`src/rtl/if0_pc_gen.sv`:
```
// IF0 fetch-PC generator: issues ICache requests, handles redirects, stalls and a one-entry skid.
// Optional `IF0_PERF_CNT_EN adds perf_wait_cnt (cycles a request waits on the ICache).
module if0_pc_gen #(
    parameter int              WORD   = 32,
    parameter logic [WORD-1:0] PC_RST = 32'h1c000000
) (
    input  logic            clk,
    input  logic            rst,
    input  logic            stall_from_Load,
    input  logic            redirect_valid,
    input  logic [WORD-1:0] redirect_pc,
    input  logic            icache_req_ready,
    output logic            icache_req_valid,
    output logic [WORD-1:0] icache_req_addr,
    output logic [WORD-1:0] IF0_PC_out,
    output logic            ICache_valid_out
`ifdef IF0_PERF_CNT_EN
    ,
    output logic [31:0]     perf_wait_cnt
`endif
);

    typedef enum logic [1:0] {S_IDLE, S_FETCH, S_WAIT} state_t;

    state_t          state_q;
    logic [WORD-1:0] pc_q, pc_d;
    logic [WORD-1:0] skid_pc_q, pending_pc_q;
    logic            skid_valid_q, pending_valid_q, squash_q;
    logic            hs, kill;

    assign icache_req_addr = {pc_q[WORD-1:2], 2'b00};

    always_comb begin
        icache_req_valid = 1'b0;
        unique case (state_q)
            S_FETCH: icache_req_valid = !stall_from_Load & !skid_valid_q & !redirect_valid;
            S_WAIT:  icache_req_valid = 1'b1;
            default: icache_req_valid = 1'b0;
        endcase
    end

    assign hs   = icache_req_valid & icache_req_ready;
    // An accepted fetch is dead if a redirect is pending or arrives with it.
    assign kill = squash_q | redirect_valid;

    assign ICache_valid_out = skid_valid_q | (hs & !kill);
    assign IF0_PC_out       = skid_valid_q ? skid_pc_q : icache_req_addr;

    always_comb begin
        pc_d = pc_q;
        unique case (state_q)
            S_IDLE:  if (redirect_valid) pc_d = redirect_pc;
            S_FETCH: begin
                if (redirect_valid) pc_d = redirect_pc;
                else if (hs)        pc_d = pc_q + WORD'(4);
            end
            S_WAIT: begin
                if (hs) begin
                    if (redirect_valid)       pc_d = redirect_pc;
                    else if (pending_valid_q) pc_d = pending_pc_q;
                    else                      pc_d = pc_q + WORD'(4);
                end
            end
            default: pc_d = pc_q;
        endcase
    end

    always_ff @(posedge clk or negedge rst) begin
        if (!rst) begin
            state_q         <= S_IDLE;
            pc_q            <= PC_RST;
            skid_valid_q    <= 1'b0;
            skid_pc_q       <= '0;
            pending_valid_q <= 1'b0;
            pending_pc_q    <= '0;
            squash_q        <= 1'b0;
        end else begin
            pc_q <= pc_d;
            unique case (state_q)
                S_IDLE:  state_q <= S_FETCH;
                S_FETCH: if (icache_req_valid && !icache_req_ready) state_q <= S_WAIT;
                S_WAIT: begin
                    // Address must stay stable until accepted, so a redirect is parked.
                    if (redirect_valid) begin
                        squash_q        <= 1'b1;
                        pending_valid_q <= 1'b1;
                        pending_pc_q    <= redirect_pc;
                    end
                    if (hs) begin
                        state_q         <= S_FETCH;
                        squash_q        <= 1'b0;
                        pending_valid_q <= 1'b0;
                    end
                end
                default: state_q <= S_IDLE;
            endcase
            if (skid_valid_q && (!stall_from_Load || redirect_valid)) begin
                skid_valid_q <= 1'b0;
            end else if (hs && stall_from_Load && !kill) begin
                skid_valid_q <= 1'b1;
                skid_pc_q    <= icache_req_addr;
            end
        end
    end

`ifdef IF0_PERF_CNT_EN
    always_ff @(posedge clk or negedge rst) begin
        if (!rst)
            perf_wait_cnt <= '0;
        else if (icache_req_valid && !icache_req_ready && perf_wait_cnt != 32'hFFFF_FFFF)
            perf_wait_cnt <= perf_wait_cnt + 32'd1;
    end
`endif

endmodule

```
`config.mk`:
```
export PLATFORM = sky130hd
export DESIGN_NAME = if0_pc_gen
export DESIGN_NICKNAME = d
export VERILOG_FILES = /design/src/rtl/if0_pc_gen.sv
export SDC_FILE = /design/constraint.sdc
export NUM_CORES = 1
export LEC_CHECK = 0
export CORE_MARGIN = 3
export CORE_UTILIZATION = 48
export CTS_CLUSTER_SIZE = 30
export DETAILED_ROUTE_END_ITERATION = 12
export GPL_TIMING_DRIVEN = 0
export PLACE_DENSITY = 0.87
export SYNTH_ARGS = -nofsm -noshare
export SYNTH_HDL_FRONTEND = slang
export SYNTH_SLANG_ARGS = --single-unit
export TNS_END_PERCENT = 5
```
`constraint.sdc`:
```
create_clock -name clk -period 2.6 [get_ports clk]
set_clock_uncertainty 0.1 [all_clocks]
set_input_delay 0.26 -clock clk [delete_from_list [all_inputs] [get_ports clk]]
set_output_delay 0.26 -clock clk [all_outputs]
set_load 0.005 [all_outputs]
```
==> flow_metrics.env <==
export IMPL_tightestPinTransition_ns=0.721
export IMPL_r2r_start="state_q[1]"
export IMPL_violations="negative setup slack"
export IMPL_outcome="finished, violations left"
export IMPL_drv_cap=0
export IMPL_mostFrequentLayoutCell="clkdlybuf4s50_1"
export IMPL_vias=5396
export IMPL_seq_power_share_pct=31.7
export IMPL_path_clk_slew_ns=0.07
export IMPL_p_leak_nw=3.13
export IMPL_initial_utilization_pct=49.3
export IMPL_p_comb_share_pct=52.6
export IMPL_crit_fanout=10
export IMPL_clockBufferDepth=2
export IMPL_worst_ir_drop_vdd_v=0.000605
export IMPL_fmax_ghz=0.381
export IMPL_cp_required_ns=2.73
export IMPL_final_hold_violation_count=0
export IMPL_drtIter0Drc=629
export IMPL_n_fill_cell=883
export IMPL_synth_top_area_share_pct=40.3
export IMPL_multi_input_area_mm2=0.00313
export IMPL_grt_usage_pct=29.2
export IMPL_finalSetupViolCount=11
export IMPL_place_area_mm2=0.00683
export IMPL_final_cell_mix="94 x clkdlybuf4s50_1, 89 x dfrtp_1, 84 x mux2_2, 46 x nand2_1, 37 x o21ai_0"
export IMPL_yosys_top_cells_area="dfrtp_1 40%, mux2_2 17%, o21ai_0 3.5%"
export IMPL_grt_first_pass_wirelength_um=29700
export IMPL_wl_um=18700
export IMPL_yosysWarnings=0
export IMPL_first_pass_iters=5
export IMPL_synthCells=580
export IMPL_power_density_mw_per_mm2=1150
export IMPL_ys_seq_area_share_pct=41.7
export IMPL_die_h_um=115
export IMPL_clk_insertion_delay_late_ns=0.35
export IMPL_slew_headroom_pct=51.9
export IMPL_rows=39
export IMPL_synth_seq_cells=94
export IMPL_syn_cell_area_mm2=0.00566
export IMPL_boundaryPins=103
export IMPL_regArea_mm2=0.00236
export IMPL_htree_levels=3
export IMPL_cp_num_buf_inv=4
export IMPL_fp_coreArea_mm2=0.0115
export IMPL_intPower_w=0.00502
export IMPL_layout_setup_ws_ns=-0.0267
export IMPL_endpoint_kind="register"
export IMPL_cp_arrival_ns=2.76
export IMPL_finish_utilization_pct=63.8
export IMPL_layout_nets=740
export IMPL_synth_distinct_cells=62
export IMPL_final_antenna_net_count=0
export IMPL_wl_met3_um=1810
export IMPL_numCtsBuffers=9
export IMPL_stdcell_area_mm2=0.00731
export IMPL_path_delay_family="buffers and inverters"
export IMPL_setup_worst_path_start_class="primary input"
export IMPL_antenna_found_initial=0
export IMPL_viasPerCell=6.39
export IMPL_min_period_ns=2.63
export IMPL_dp_hpwl_um=13500
export IMPL_wl_met1_um=7390
export IMPL_yosys_area_top_type="dfrtp_1"
export IMPL_cp_cell_sequence="clkdlybuf4s50_1, clkbuf_1, inv_1, nand2_1, or2_1, clkbuf_2, mux2_2"
export IMPL_die_area_mm2=0.0131
export IMPL_drcViolationCount=0
export IMPL_hp_class="primary input to async pin"
export IMPL_rsz0062_at_grt="true"
export IMPL_startpoint="redirect_valid"
export IMPL_drive_above_1_share_pct=25.5
export IMPL_cts_sinks=94
export IMPL_power_w=0.00839
export IMPL_critPathKind="primary input to register"
export IMPL_period_share_pct=101
export IMPL_ys_async_sr_fraction_pct=100
export IMPL_top_layer="met4"
export IMPL_die_w_um=115
export IMPL_slowest_stage="clkdlybuf4s50_1"
export IMPL_insertedDiodeCount=0
export IMPL_final_max_slew_viol_count=0
export IMPL_syn2layout_area_growth_pct=29.3
export IMPL_ys_flop_type="dfrtp_1"
export IMPL_place_congestion=0.929
export IMPL_wl_met2_um=8990
export IMPL_cts_root_buf="clkbuf_16"
export IMPL_critPathMaxStageDelay_ns=0.64
export IMPL_synth_area_per_cell_um2=9.75
export IMPL_grt_overflow=0
export IMPL_switching_power_w=0.00337
export IMPL_port_buffers=96
export IMPL_grt_pass1_vias=5567
export IMPL_cts_tree="yes"
export IMPL_sw_frac_of_total_pct=40.2
export IMPL_p_clk_share_pct=15.8
export IMPL_grt_max_degree=69
export IMPL_synth_edf_count=0
export IMPL_wire_per_inst_um=22.2
-- worst reg2reg max path: stages (launching register included) --
cell and delay [ns]:
dfrtp_1 0.41, inv_2 0.11, ha_4 0.19, nor4b_4 0.24, o21ai_2 0.13, or3_4 0.36, or2_1 0.31, clkbuf_2 0.28
mux2_2 0.34
-- worst paths after layout --
| check | end | slack (ns) | depth (start not counted) |
|---|---|---|---|
| worst max register to register | skid_pc_q[29] | 0.01 | 8 |
| worst max-delay path | skid_pc_q[29] | -0.03 | 7 |
| min in group clk | skid_pc_q[3] | 0.40 | 1 |
| max in group asynchronous | pc_q[28] | 1.41 | 3 |
| worst min register to register | skid_pc_q[3] | 0.40 | 1 |
| worst min-delay path | skid_pc_q[30] | 0.28 | 2 |
-- repair_timing --
item	CTS	global route
endpoints found under the setup margin	83	86
setup buffers	2	3
cloned	0	0
hold buffers	1	0
hold endpoints to repair	24	0
pin swaps	0	3
gates resized for setup	35	35
-- kinds of logic after synthesis --
kind of cell             after synthesis  share of synthesized area, %
flip-flops                            94                          41.7
AO/OA/AOI/OAI                        137                          16.2
buffers and inverters                 62                          4.76
other                                  1                        0.0663
XOR/XNOR                               7                          1.08
adder cells (fa/ha/maj)                7                          1.55
multiplexers                          93                          18.4
AND/OR/NAND/NOR                      179                          16.3
-- cells in the mapped netlist, drive strengths merged (10+ instances only) --
library cell / instances
nand2: 47
nor4: 13
nor3: 24
mux2: 86
clkbuf: 31
o21ai: 40
dfrtp: 91
nand3: 14
nor2: 33
a21oi: 24
nand4: 10
buf: 18
inv: 13
-- routing by layer --
| metal | vias to the layer above | track usage, % |
|---|---|---|
| li1 | 2366 | - |
| met1 | 2657 | 39.0 |
| met2 | 316 | 46.6 |
| met3 | 57 | 5.76 |
| met4 | 0 | 12.0 |
| met5 | - | 0 |
-- power by group through the flow --
stage,Clock (W),Sequential [W],Combinational (W)
finish,0.00132,0.00266,0.00441
global route,0.00139,0.00273,0.00475
CTS,0.00133,0.00263,0.00424
detailed placement,0,0.00264,0.00414
global placement,0,0.00260,0.00401
floorplan,0,0.00247,0.00234
-- final cells by class --
class	instances	area share [%]
timing repair buffer	103	14.2
inverter	13	0.667
clock buffer	10	3.13
multi-input combinational	427	42.8
sequential	94	32.2
buffer	48	3.73
clock inverter	6	0.855
tap	143	2.45
-- sequential cells by signal, indices dropped and copies added, names as in the netlist --
name and count:
pc_q 30, pending_pc_q 30, skid_pc_q 30, skid_valid_q 1
squash_q 1, state_q 2
-- metrics by stage --
step / TNS, ns / instances / hold slack, ns / setup slack [ns]
final: -0.156 / 844 / 0.284 / -0.0267
after global routing: -4.83 / 844 / 0.322 / -0.187
after floorplan: 0 / 583 / -0.136 / 0.165
after global placement: -231.89 / 822 / 0.368 / -2.31
after CTS: -0.173 / 842 / 0.297 / -0.173
after detailed placement: -22.14 / 823 / 0.114 / -0.494
Note: power is estimated with default switching activity, not from simulation.
